### src/rtl/enemy_hit_array.sv
// Per-slot enemy health/explosion FSMs with bullet hitbox overlap detection.
// Only the lowest-index overlapping ALIVE slot takes a hit; a bullet scores once until re-armed.
module enemy_hit_array #(
   parameter int N_ENEMY  = 4,
   parameter int HP_W     = 3,
   parameter int BOX_XL   = 10,
   parameter int BOX_XR   = 50,
   parameter int BOX_YU   = 40,
   parameter int BOX_YD   = 50,
   parameter int Y_OFF    = 480,
   parameter int BOOM_CYC = 16
) (
   input  logic                      clk,
   input  logic                      rst,
   input  logic [10*N_ENEMY-1:0]     ep_x,
   input  logic [10*N_ENEMY-1:0]     ep_y,
   input  logic [N_ENEMY-1:0]        spawn,
   input  logic [HP_W-1:0]           spawn_hp,
   input  logic [9:0]                b_x,
   input  logic [9:0]                b_y,
   input  logic                      bullet_en,
   output logic                      bullet_hit,
   output logic [2:0]                hit_id,
   output logic [HP_W*N_ENEMY-1:0]   health,
   output logic [N_ENEMY-1:0]        alive,
   output logic [N_ENEMY-1:0]        boom
);

   typedef enum logic [1:0] {IDLE, ALIVE, BOOM} slot_state_t;

   localparam int CW = (BOOM_CYC > 1) ? $clog2(BOOM_CYC) : 1;
   localparam logic [CW-1:0] CNT_LAST = CW'(BOOM_CYC - 1);
   localparam logic signed [11:0] XL   = 12'(BOX_XL);
   localparam logic signed [11:0] XR   = 12'(BOX_XR);
   localparam logic signed [11:0] YU   = 12'(BOX_YU);
   localparam logic signed [11:0] YD   = 12'(BOX_YD);
   localparam logic signed [11:0] YOFF = 12'(Y_OFF);

   slot_state_t       state     [N_ENEMY];
   slot_state_t       state_nxt [N_ENEMY];
   logic [HP_W-1:0]   hp_q      [N_ENEMY];
   logic [HP_W-1:0]   hp_nxt    [N_ENEMY];
   logic [CW-1:0]     cnt_q     [N_ENEMY];
   logic [CW-1:0]     cnt_nxt   [N_ENEMY];
   logic signed [11:0] ex       [N_ENEMY];
   logic signed [11:0] ey       [N_ENEMY];
   logic signed [11:0] bx, by;
   logic [N_ENEMY-1:0] overlap;
   logic               armed;
   logic               hit_any;
   logic [2:0]         hit_idx;

   // 12-bit signed compare so hitbox edges near 0 cannot wrap
   always_comb begin
      bx = $signed({2'b00, b_x});
      by = $signed({2'b00, b_y});
      for (int unsigned i = 0; i < N_ENEMY; i++) begin
         ex[i] = $signed({2'b00, ep_x[10*i +: 10]});
         ey[i] = $signed({2'b00, ep_y[10*i +: 10]}) + YOFF;
         overlap[i] = (bx >= ex[i] - XL) && (bx < ex[i] + XR) &&
                      (by > ey[i] - YU) && (by < ey[i] + YD);
      end
   end

   always_comb begin
      hit_any = 1'b0;
      hit_idx = '0;
      for (int unsigned i = 0; i < N_ENEMY; i++) begin
         if (!hit_any && bullet_en && armed && state[i] == ALIVE &&
             overlap[i] && hp_q[i] != '0) begin
            hit_any = 1'b1;
            hit_idx = 3'(i);
         end
      end
   end

   always_comb begin
      for (int unsigned i = 0; i < N_ENEMY; i++) begin
         state_nxt[i] = state[i];
         hp_nxt[i]    = hp_q[i];
         cnt_nxt[i]   = cnt_q[i];
         case (state[i])
            IDLE: begin
               if (spawn[i] && spawn_hp != '0) begin
                  state_nxt[i] = ALIVE;
                  hp_nxt[i]    = spawn_hp;
               end
            end
            ALIVE: begin
               if (hit_any && hit_idx == 3'(i)) begin
                  hp_nxt[i] = hp_q[i] - HP_W'(1);
                  if (hp_q[i] == HP_W'(1)) begin
                     state_nxt[i] = BOOM;
                     cnt_nxt[i]   = '0;
                  end
               end
            end
            BOOM: begin
               if (cnt_q[i] == CNT_LAST) begin
                  state_nxt[i] = IDLE;
                  cnt_nxt[i]   = '0;
               end else begin
                  cnt_nxt[i] = cnt_q[i] + CW'(1);
               end
            end
            default: state_nxt[i] = IDLE;
         endcase
      end
   end

   always_ff @(posedge clk or negedge rst) begin
      if (!rst) begin
         for (int unsigned i = 0; i < N_ENEMY; i++) begin
            state[i] <= IDLE;
            hp_q[i]  <= '0;
            cnt_q[i] <= '0;
         end
         armed      <= 1'b1;
         bullet_hit <= 1'b0;
         hit_id     <= '0;
      end else begin
         for (int unsigned i = 0; i < N_ENEMY; i++) begin
            state[i] <= state_nxt[i];
            hp_q[i]  <= hp_nxt[i];
            cnt_q[i] <= cnt_nxt[i];
         end
         if (!bullet_en)
            armed <= 1'b1;
         else if (hit_any)
            armed <= 1'b0;
         bullet_hit <= hit_any;
         if (hit_any)
            hit_id <= hit_idx;
      end
   end

   always_comb begin
      for (int unsigned i = 0; i < N_ENEMY; i++) begin
         health[HP_W*i +: HP_W] = hp_q[i];
         alive[i]               = (state[i] == ALIVE);
         boom[i]                = (state[i] == BOOM);
      end
   end

endmodule
### config.mk
export PLATFORM = sky130hd
export DESIGN_NAME = enemy_hit_array
export DESIGN_NICKNAME = d
export VERILOG_FILES = /design/src/rtl/enemy_hit_array.sv
export SDC_FILE = /design/constraint.sdc
export NUM_CORES = 1
export LEC_CHECK = 0
export CAP_MARGIN = 30
export CORE_ASPECT_RATIO = 1.1
export CORE_MARGIN = 2
export CORE_UTILIZATION = 57
export CTS_BUF_LIST = sky130_fd_sc_hd__clkbuf_8
export DETAILED_ROUTE_END_ITERATION = 8
export PLACE_DENSITY = 0.84
export SLEW_MARGIN = 5
export SYNTH_ARGS = -nofsm -noshare
export SYNTH_HDL_FRONTEND = slang
export SYNTH_SLANG_ARGS = --single-unit
### constraint.sdc
create_clock -name clk -period 2.5 [get_ports clk]
set_input_delay 0.5 -clock clk [delete_from_list [all_inputs] [get_ports clk]]
set_output_delay 0.5 -clock clk [all_outputs]
set_load 0.03 [all_outputs]
==> run_results.csv, run 1 <==
group,metric,value,unit
die,start_util,58.9,%
clock_tree,clock_path_buffers,2,
place,dpl.hpwl,21500,um
grt,groute.usage.overall,72.6,%
die,pin_count,134,
clock_tree,htree_levels,2,
place,gpl.final_weighted_congestion,0.946,
die,chipHeight,130,um
place,io_buffers,132,
synth,synth_sequential_area_ratio,12.2,%
clock_tree,cts_root_buf,"clkbuf_8",
die,floorplan.die.width,118,um
synth,synth.largest_area_cell,"ha_1",
grt,grt_overflow,4,
clock_tree,clock_sink_count,40,
synth,avgSynthCellArea,8.08,um2
die,rows,45,
sta,post_grt_worst_ep,"cnt_q[3]$_DFFE_PN0P_/D",
synth,synth.area.top_cells,"ha_1 31%, dfrtp_1 12%, xnor2_1 7.4%",
synth,synth_mux_area_share,0.244,%
synth,synth_top_family_by_area,"adder cells",
synth,netlist_area,8190,um2
synth,yosys.area_share.simple,19.2,%
synth,count_of_flip_flops_with_a_built_in_enable_after_synthesis,0,
synth,synthesized_instance_count,1013,
clock_tree,cts_made_buffers,5,
synth,yosys.area_share.xor_xnor,12.7,%
synth,synthesized_area_fraction_occupied_by_ao_oa_aoi_and_oai_cells,19.8,%
synth,synth_nets,1324,
synth,yosysWarningCount,0,
status,error_line,"[ERROR GRT-0232] Routing congestion too high. Check the congestion heatmap in the GUI.",
place,placedInstanceArea,11600,um2
grt,grt_start_max_net_pins,41,
synth,synth-adder-area-share,30.7,%
synth,synthDistinctLibCells,81,
status,outcome,"aborted with a tool error",
synth,synth_top_area_share,30.7,%
status,failing_step,"global routing",
sta,endpoint_type,"register input",
synth,synth-seq-cells,40,
synth,synth_ff_type,"dfrtp_1",
synth,synth-async-reset-ratio,100,%
[cells in the mapped netlist, drive strengths merged, types with 3 or more instances]
library cell,number
o211ai,10
o21a,7
a311oi,5
ha,201
and3,6
nand3,33
nor2,60
xor2,44
and2,4
or4,3
or3,5
o31ai,6
nand3b,3
nand2b,24
o21bai,3
a21o,13
nor2b,17
o21ai,58
inv,76
buf,14
nor3,20
a21oi,71
o32ai,3
a31oi,12
o2111ai,4
o41ai,3
nand2,81
clkbuf,12
o22ai,6
xnor2,72
a211oi,11
a22oi,4
o221ai,3
nor4,12
nor3b,7
a2111oi,4
dfrtp,39
nand4,20
[repair_timing]
| action | CTS |
|---|---|
| resized for setup | 342 |
| setup endpoints to repair | 40 |
| pin swaps | 126 |
| hold buffers | 0 |
| buffers inserted | 31 |
[per-stage QoR]
| step | setup WS, ns | std cells | setup TNS [ns] | hold WS (ns) |
|---|---|---|---|---|
| 2_1_floorplan | -1.07 | 1013 | -31.25 | 0.204 |
| 3_3_place_gp | -1.79 | 1550 | -61.39 | 0.450 |
| 3_5_place_dp | -1.95 | 1550 | -67.18 | 0.460 |
| 4_1_cts | -1.01 | 1587 | -30.87 | 0.344 |
[kinds of logic after synthesis]
kind of cell / after synthesis
adder cells (fa/ha/maj): 201
multiplexers: 2
buffers and inverters: 102
AO/OA/AOI/OAI: 248
other: 1
flip-flops: 40
AND/OR/NAND/NOR: 303
XOR/XNOR: 116
[routing by layer]
layer	GRT overflow	track usage (%)
met1	0	68.4
met2	1	93.5
met5	0	27.2
met4	3	75.2
met3	0	57.0
==> run 2, diff against run 1 <==
--- a/config.mk
+++ b/config.mk
@@ -6,12 +6,10 @@
 export NUM_CORES = 1
 export LEC_CHECK = 0
 export CAP_MARGIN = 30
-export CORE_ASPECT_RATIO = 1.1
 export CORE_MARGIN = 2
-export CORE_UTILIZATION = 57
-export CTS_BUF_LIST = sky130_fd_sc_hd__clkbuf_8
+export CORE_UTILIZATION = 40
 export DETAILED_ROUTE_END_ITERATION = 8
-export PLACE_DENSITY = 0.84
+export PLACE_DENSITY_LB_ADDON = 0.15
 export SLEW_MARGIN = 5
 export SYNTH_ARGS = -nofsm -noshare
 export SYNTH_HDL_FRONTEND = slang
==> run_results.csv, run 2 <==
group,metric,value,unit
power_and_ir_drop,p_comb_share,67.5,%
place,dpl.hpwl,20200,um
sta,post-route-worst-setup-slack,-1.03,ns
sta,clock.fmax,283,MHz
sta,worst-slew-pin-transition,0.535,ns
synth,synth.area.top_cells,"ha_1 31%, dfrtp_1 12%, xnor2_1 7.4%",
layout,syn_to_final_growth,57.4,%
power_and_ir_drop,power_report.internal_total,3.30,mW
synth,synth.largest_area_cell,"ha_1",
min_path,hp-class,"in2async",
synth,synth_nets,1324,
sta,setup_violations,40,
die,core,20200,um2
setup_path,critPathLaunchType,"primary input",
synth,netlist_area,8190,um2
place,gpl.final_weighted_congestion,0.896,
power_and_ir_drop,power.density_cell_area,447,nW/um2
sta,slew_headroom,64.1,%
sta,report.final.hold_viol_count,0,
synth,yosysWarningCount,0,
die,start_util,40.6,%
clock_tree,cts_made_buffers,5,
die,rows,52,
route,detailedRoute.firstIterationViolations,309,
setup_path,critPathKind,"in2reg",
layout,finalNetCount,1703,
route,drt-wirelength-per-cell,14.8,um
clock_tree,tritoncts,"yes",
sta,rsz0062_at_grt,"true",
setup_path,worst-r2r-cell-count,10,
die,pin_count,134,
synth,post-synth-top-count-cell,"ha_1",
synth,synthesized_instance_count,1013,
clock_tree,clock_path_buffers,2,
grt,groute.usage.overall,22.6,%
grt,antenna_violations_before_repair,1,
clock_tree,cts_root_buf,"clkbuf_16",
route,firstDrtPassIters,5,
setup_path,worstSetupStartpoint,"ep_x[11]",
grt,wire_length_of_the_first_global_routing_pass,40600,um
sta,post-route-min-period,3.53,ns
place,io_buffers,132,
synth,count_of_flip_flops_with_a_built_in_enable_after_synthesis,0,
synth,synth-seq-cells,40,
layout,final_cell_mix,"243 x buf_4, 181 x ha_1, 73 x clkdlybuf4s50_1",
layout,postLayoutCoreUtil,63.9,%
synth,synthDistinctLibCells,81,
layout,number_of_flip_flops_under_the_largest_register_name,16,
die,die_area,21600,um2
setup_path,critical_path_peak_fanout,4,
power_and_ir_drop,clock_power_share,13.7,%
route,final_antenna_violating_net_count,0,
clock_tree,clk-insertion-delay-late,0.29,ns
sta,skew,0.00835,ns
power_and_ir_drop,switching_power,2.46,mW
power_and_ir_drop,leakagePower,5.91,nW
layout,finalNonFillerCells,1664,
run,max_cap_viol_count,0,
sta,slew_viol_final,0,
grt,grt_overflow,0,
route,drt-vias-per-instance,5.12,
sta,fin_crit_sh,141,%
synth,synth_ff_type,"dfrtp_1",
route,drt_drc_violations_left,0,
clock_tree,clk_pin_slew_worst_paths,0.06,ns
synth,synth-async-reset-ratio,100,%
power_and_ir_drop,power_frac_seq,18.8,%
setup_path,worst_r2r_startpoint,"health[9]",
layout,layout_commonest_cell,"buf_4",
route,wl,24600,um
status,outcome,"finished with violations",
synth,synth_sequential_area_ratio,12.2,%
die,chipHeight,147,um
place,place_inst,1622,
setup_path,worstSetupEndpointType,"flop",
grt,grt_start_max_net_pins,23,
layout,final_layout_size_suffix_gt1_share,34.2,%
power_and_ir_drop,power.share.switching,42.7,%
layout,registers.top_by_ff_count,"cnt_q",
clock_tree,htree_levels,2,
setup_path,timing.critical_path.required,2.67,ns
power_and_ir_drop,vdd_drop_max,379,uV
status,failing_checks,"setup timing",
synth,synth_top_area_share,30.7,%
clock_tree,clock_sink_count,40,
synth,synth_common_cells,"201 x ha_1, 81 x nand2_1, 76 x inv_1",
die,floorplan.die.width,147,um
setup_path,cp.arrival,3.70,ns
grt,grt_pass1_vias,8488,
route,route.vias.total,8523,
synth,avgSynthCellArea,8.08,um2
-- run 2: logic make-up after synthesis --
group                    after synthesis  synth area share (%)
other                                  1                0.0458
XOR/XNOR                             116                  12.7
multiplexers                           2                 0.244
flip-flops                            40                  12.2
adder cells (fa/ha/maj)              201                  30.7
buffers and inverters                102                  5.07
AND/OR/NAND/NOR                      303                  19.2
AO/OA/AOI/OAI                        248                  19.8
-- run 2: path summary, 6_finish.rpt --
| path | to | slack (ns) |
|---|---|---|
| worst min register to register | armed | 0.49 |
| worst max register to register | health[11] | 0.06 |
| min in group clk | armed | 0.49 |
| worst max-delay path | health[11] | -1.03 |
| worst min-delay path | cnt_q[0] | 0.16 |
| max in group asynchronous | armed | 1.60 |
-- run 2: what timing repair did --
item	in CTS	in global routing
pin swaps	142	24
setup buffers	32	6
endpoints found under the setup margin	40	40
gates resized for setup	340	26
hold buffers	0	0
-- run 2: power by group through the flow --
stage	Clock (mW)	Combinational (mW)	Sequential [mW]
after global routing	0.828	4.29	1.11
after CTS	0.796	3.83	1.08
after global placement	0	3.43	1.07
after floorplan	0	1.79	1.27
after detailed placement	0	3.49	1.08
final	0.789	3.89	1.08
-- run 2: worst max-delay path, cell delays in order --
cell	delay (ns)
buf_6	0.11
o21ai_4	0.15
nand2_1	0.08
or3_1	0.37
xor2_1	0.17
ha_1	0.33
a21o_1	0.18
a21oi_2	0.13
o41ai_2	0.09
a41oi_2	0.20
buf_4	0.16
a2111oi_2	0.04
and3b_2	0.25
or4_4	0.47
buf_4	0.17
nand2_4	0.07
o2bb2a_1	0.22
-- run 2: layout make-up --
type | instances | area (um2)
Clock inverter | 1 | 30.0
Sequential cell | 40 | 1000
Clock buffer | 7 | 153
Tap cell | 270 | 338
Fill cell | 1738 | 7280
Antenna cell | 1 | 2.50
Multi-Input combinational cell | 871 | 7720
Inverter | 76 | 297
Timing Repair Buffer | 398 | 3350
-- run 2: per-layer routing --
metal | part of all wire [%] | track usage (%) | wire length [um] | up-vias
li1 | - | - | - | 4429
met5 | 0 | 0 | 0 | -
met4 | 0.96 | 2.98 | 235 | 0
met3 | 3.2 | 1.93 | 790 | 18
met1 | 47 | 29.9 | 11500 | 3934
met2 | 49 | 41.1 | 12100 | 142
-- run 2: per-stage QoR --
step	setup TNS [ns]	power [mW]	worst slack, ns	hold slack (ns)	instance area (um2)
2_1_floorplan	-31.25	3.06	-1.07	0.204	8390
3_3_place_gp	-62.86	4.50	-1.80	0.446	11700
3_5_place_dp	-64.73	4.57	-1.89	0.464	11700
4_1_cts	-32.16	5.70	-0.968	0.172	12800
5_1_grt	-41.17	6.23	-1.22	0.192	12900
6_report	-32.45	5.76	-1.03	0.163	12900
Power figures use the tool's default switching activity.
==> run 3, diff against run 2 <==
--- a/config.mk
+++ b/config.mk
@@ -6,7 +6,7 @@
 export NUM_CORES = 1
 export LEC_CHECK = 0
 export CAP_MARGIN = 30
-export CORE_MARGIN = 2
+export CORE_MARGIN = 1.5
 export CORE_UTILIZATION = 40
 export DETAILED_ROUTE_END_ITERATION = 8
 export PLACE_DENSITY_LB_ADDON = 0.15
==> run_results.csv, run 3 (synthesis results as in run 2) <==
group,metric,value,unit
clock_tree,clock_path_buffers,2,
grt,groute.usage.overall,23.3,%
sta,worst-slew-pin-transition,0.503,ns
die,floorplan.die.width,146,um
sta,slew_viol_final,0,
layout,design_area,13000,um2
route,drt-wirelength-per-cell,14.8,um
die,core,20200,um2
min_path,hp-class,"in2async",
place,gpl.final_weighted_congestion,0.850,
setup_path,timing.critical_path.required,2.65,ns
route,drt_drc_violations_left,0,
sta,fin_crit_sh,145,%
power_and_ir_drop,power.density_cell_area,434,nW/um2
run,max_cap_viol_count,0,
sta,clock.fmax,276,MHz
status,failing_checks,"setup timing",
grt,grt_overflow,0,
layout,final_cell_mix,"260 x buf_4, 180 x ha_1, 77 x nand2_1",
setup_path,critPathLaunchType,"primary input",
sta,timing.setup.tns,-34.61,ns
layout,number_of_flip_flops_under_the_largest_register_name,16,
route,drt-vias-per-instance,5.16,
die,die_area,21300,um2
sta,post-route-min-period,3.62,ns
clock_tree,clock_sink_count,40,
layout,final_layout_size_suffix_gt1_share,33.5,%
setup_path,timing.reg2reg.setup_slack,0.03,ns
route,route.vias.total,8697,
die,start_util,40.6,%
layout,count_of_inserted_antenna_diode_cells,0,
layout,syn_to_final_growth,58.5,%
setup_path,worstSetupEndpointType,"flop",
power_and_ir_drop,total_power,5.64,mW
layout,registers.top_by_ff_count,"cnt_q",
sta,post-route-worst-setup-slack,-1.12,ns
setup_path,critPathKind,"in2reg",
sta,report.final.hold_viol_count,0,
setup_path,cp.arrival,3.78,ns
route,detailedRoute.firstIterationViolations,320,
sta,rsz0062_at_grt,"true",
setup_path,worst_r2r_startpoint,"health[9]",
clock_tree,clk_pin_slew_worst_paths,0.06,ns
status,outcome,"finished with violations",
layout,layout_commonest_cell,"buf_4",
route,wl,24900,um
power_and_ir_drop,vdd_drop_max,370,uV
die,rows,52,
grt,grt_start_max_net_pins,41,
layout,finalNetCount,1725,
grt,antenna_violations_before_repair,0,
clock_tree,htree_levels,2,
place,dpl.hpwl,20400,um
power_and_ir_drop,leakagePower,5.99,nW
layout,n_fill_cell,1754,
die,pin_count,134,
clock_tree,cts_made_buffers,5,
grt,grt_pass1_vias,8738,
route,firstDrtPassIters,4,
clock_tree,tritoncts,"yes",
layout,postLayoutCoreUtil,64.4,%
place,placedInstanceArea,11800,um2
sta,slew_headroom,66.2,%
sta,setup_violations,40,
setup_path,critical_path_peak_fanout,5,
clock_tree,cts_root_buf,"clkbuf_16",
grt,wire_length_of_the_first_global_routing_pass,41200,um
die,chipHeight,146,um
place,io_buffers,132,
clock_tree,clk-insertion-delay-late,0.28,ns
route,final_antenna_violating_net_count,0,
sta,skew,0.00284,ns
place,dp_slack,-1.89,ns
setup_path,timing.rr.end,"cnt_q[3]",
setup_path,worst-r2r-cell-count,10,
[run 3: cell types whose count changed in the layout (fill, tap and decap cells not counted), sizes merged]
cell,before,now
dlymetal6s2s,0,3
clkinv,0,2
clkbuf,8,6
dlygate4sd2,23,27
diode,1,0
clkdlybuf4s50,73,74
bufinv,1,0
clkdlybuf4s15,12,11
buf,289,305
[run 3: critical path, stage by stage]
cell	delay, ns
clkdlybuf4s15_1	0.19
o21ai_2	0.17
nand2_1	0.09
or3_1	0.38
xor2_1	0.18
ha_1	0.32
a21o_1	0.17
a21oi_2	0.13
o41ai_2	0.09
a41oi_2	0.20
buf_4	0.17
a2111oi_4	0.05
and3b_1	0.21
or4_4	0.46
nor3b_4	0.24
buf_6	0.14
o32ai_2	0.06
[run 3: timing repair]
item                       in CTS  in global routing
setup buffers                  32                  8
hold buffers                    0                  0
gates resized for setup       300                 25
pin swaps                     126                 38
setup endpoints to repair      40                 41
[run 3: worst max path at each step]
| stage | start | end | slack [ns] | depth (start not counted) |
|---|---|---|---|---|
| after floorplan | ep_y[35] | cnt_q[3] | -1.07 | 19 |
| after global placement | ep_y[15] | cnt_q[3] | -1.80 | 19 |
| after detailed placement | ep_y[36] | cnt_q[3] | -1.89 | 17 |
| after CTS | ep_y[15] | cnt_q[3] | -1.06 | 19 |
| after global routing | ep_y[15] | cnt_q[3] | -1.26 | 20 |
| final | ep_x[12] | cnt_q[3] | -1.12 | 17 |
[run 3: final cells by class]
type	instances	area, um2	share of cell area [%]
clock buffer	6	139	1.07
clock inverter	2	10.0	0.0771
inverter	76	294	2.26
multi-input combinational	871	7640	58.9
sequential	40	1000	7.72
tap	270	338	2.60
timing repair buffer	420	3560	27.4
[run 3: per-layer routing]
metal	track usage (%)	part of all wire [%]
met4	5.30	1.9
met5	0	0
met1	29.9	46
met3	2.28	3.1
met2	41.9	49
[run 3: per-stage QoR]
step | hold WS (ns) | cells
detailed placement | 0.466 | 1637
global placement | 0.452 | 1637
global route | 0.193 | 1685
floorplan | 0.204 | 1013
finish | 0.165 | 1685
CTS | 0.389 | 1677
[run 3: where the power goes]
group          leakage (nW)  switching (mW)  total, mW  internal (mW)
logic                  5.46            2.00       3.92           1.92
clock network        0.0766           0.251      0.644          0.393
registers             0.451           0.207       1.08          0.871
total                  5.99            2.46       5.64           3.18
==> run 4, diff against run 3 <==
--- a/config.mk
+++ b/config.mk
@@ -6,8 +6,9 @@
 export NUM_CORES = 1
 export LEC_CHECK = 0
 export CAP_MARGIN = 30
+export CORE_ASPECT_RATIO = 0.75
 export CORE_MARGIN = 1.5
-export CORE_UTILIZATION = 40
+export CORE_UTILIZATION = 53
 export DETAILED_ROUTE_END_ITERATION = 8
 export PLACE_DENSITY_LB_ADDON = 0.15
 export SLEW_MARGIN = 5
==> run_results.csv, run 4 (synthesis results as in run 2) <==
group,metric,value,unit
route,detailedRoute.firstIterationViolations,817,
status,failing_checks,"setup timing",
grt,grt_overflow,0,
sta,post-route-min-period,3.83,ns
sta,setup_violations,40,
power_and_ir_drop,vdd_drop_max,542,uV
setup_path,cpPeakStageDelay,0.57,ns
die,die_area,16200,um2
sta,slew_headroom,59.8,%
route,drt-vias-per-instance,6.26,
setup_path,timing.critical_path.required,2.66,ns
setup_path,critical_path_peak_fanout,6,
setup_path,cells_along_the_critical_path,"buf_6 > buf_4 > ha_2 > a21boi_4 > o21ai_1 > a21oi_1 > a21oi_1 > o21ai_1 > xor2_1 > ha_1 > nand4_1 > o311ai_2 > nor4_4 > nand3_2 > or4_4 > nor3b_4 > o21ai_1",
clock_tree,clock_sink_count,40,
setup_path,critical_path.slowest_cell,"or4_4",
layout,layout_commonest_cell,"buf_4",
sta,slew_viol_final,0,
grt,wire_length_of_the_first_global_routing_pass,48000,um
die,rows,39,
route,final_antenna_violating_net_count,0,
sta,skew,0.00715,ns
layout,final_cell_mix,"254 x buf_4, 179 x ha_1, 74 x nand2_1",
sta,rsz0062_at_grt,"true",
layout,syn_to_final_growth,59.9,%
place,dpl.hpwl,20200,um
setup_path,worstPathBufferInverterCount,2,
setup_path,critPathLaunchType,"primary input",
route,drt-wirelength-per-cell,20.8,um
die,chipHeight,111,um
setup_path,cp.arrival,4.00,ns
grt,antenna_violations_before_repair,1,
layout,number_of_flip_flops_under_the_largest_register_name,16,
layout,postLayoutCoreUtil,86.3,%
status,outcome,"finished with violations",
layout,finalNetCount,1719,
clock_tree,post_cts_hold_buffer_count,0,
sta,post-route-worst-setup-slack,-1.33,ns
route,route.vias.total,10100,
setup_path,critPathKind,"in2reg",
clock_tree,clk_pin_slew_worst_paths,0.07,ns
place,io_buffers,132,
clock_tree,cts_root_buf,"clkbuf_16",
sta,clock.fmax,261,MHz
setup_path,cell_family_with_the_largest_share_of_critical_path_delay,"simple AND/OR/NAND/NOR gates",
power_and_ir_drop,power.density_cell_area,481,nW/um2
clock_tree,clk-insertion-delay-late,0.30,ns
die,start_util,54.0,%
layout,final_layout_size_suffix_gt1_share,35.3,%
setup_path,timing.critical_path.mode_cell,"o21ai_1",
power_and_ir_drop,total_power,6.29,mW
die,floorplan.die.width,147,um
setup_path,worstSetupEndpointType,"flop",
grt,grt_start_max_net_pins,41,
clock_tree,clock_path_buffers,2,
sta,report.final.hold_viol_count,0,
grt,groute.usage.overall,36.1,%
route,drt_drc_violations_left,0,
route,wl,33600,um
die,core,15200,um2
route,firstDrtPassIters,6,
sta,worst-slew-pin-transition,0.597,ns
run,max_cap_viol_count,0,
grt,grt_pass1_vias,9945,
place,gpl.final_weighted_congestion,0.959,
die,pin_count,134,
sta,fin_crit_sh,153,%
layout,registers.top_by_ff_count,"cnt_q",
clock_tree,cts_made_buffers,5,
layout,n_fill_cell,776,
min_path,hp-class,"in2async",
clock_tree,htree_levels,2,
power_and_ir_drop,leakagePower,6.04,nW
clock_tree,tritoncts,"yes",
-- run 4: layout make-up --
| class | instances | area (um2) | area share (%) |
|---|---|---|---|
| antenna | 1 | 2.50 | 0.0191 |
| clock buffer | 5 | 125 | 0.956 |
| clock inverter | 3 | 42.5 | 0.325 |
| inverter | 76 | 299 | 2.28 |
| multi-input combinational | 871 | 7830 | 59.8 |
| sequential | 40 | 1000 | 7.65 |
| tap | 205 | 256 | 1.96 |
| timing repair buffer | 414 | 3530 | 27.0 |
-- run 4: metrics by stage --
step	setup WS (ns)	std cells	TNS [ns]	cell area, um2	hold WS [ns]
final	-1.33	1615	-45.02	13100	0.0159
after global routing	-1.49	1615	-49.13	13100	0.0251
after CTS	-1.15	1601	-32.56	12600	0.375
after detailed placement	-1.94	1557	-65.69	11600	0.475
after global placement	-1.77	1557	-62.09	11600	0.452
after floorplan	-1.07	1013	-31.25	8390	0.204
-- run 4: final timing paths --
check / slack [ns] / endpoint / cells after the start / startpoint
max in group asynchronous: 1.99 / armed / 2 / rst
hold / removal: 0.02 / cnt_q[5] / 1 / rst
setup reg to reg: -0.22 / cnt_q[11] / 10 / state[5]
setup / recovery: -1.33 / state[0] / 17 / ep_y[36]
hold reg to reg: 0.48 / cnt_q[15] / 1 / cnt_q[15]
min in group clk: 0.48 / cnt_q[15] / 1 / cnt_q[15]
-- run 4: report_power, final --
part           switching, mW  internal (mW)
Combinational           2.41           1.98
Clock                  0.313          0.471
Sequential             0.246          0.871
-- run 4: routing by layer --
metal	global-route usage, %	wire, um	vias up
met1	43.5	12600	4682
met4	17.8	2690	0
met3	5.39	3040	266
met5	0	0	-
met2	62.7	15300	695
li1	-	-	4465
-- run 4: what timing repair did --
item                                   in CTS  in global routing
gates resized for setup                   281                 98
endpoints found under the hold margin       0                  0
setup endpoints to repair                  40                 42
setup buffers                              36                 15
pin swaps                                 110                 81
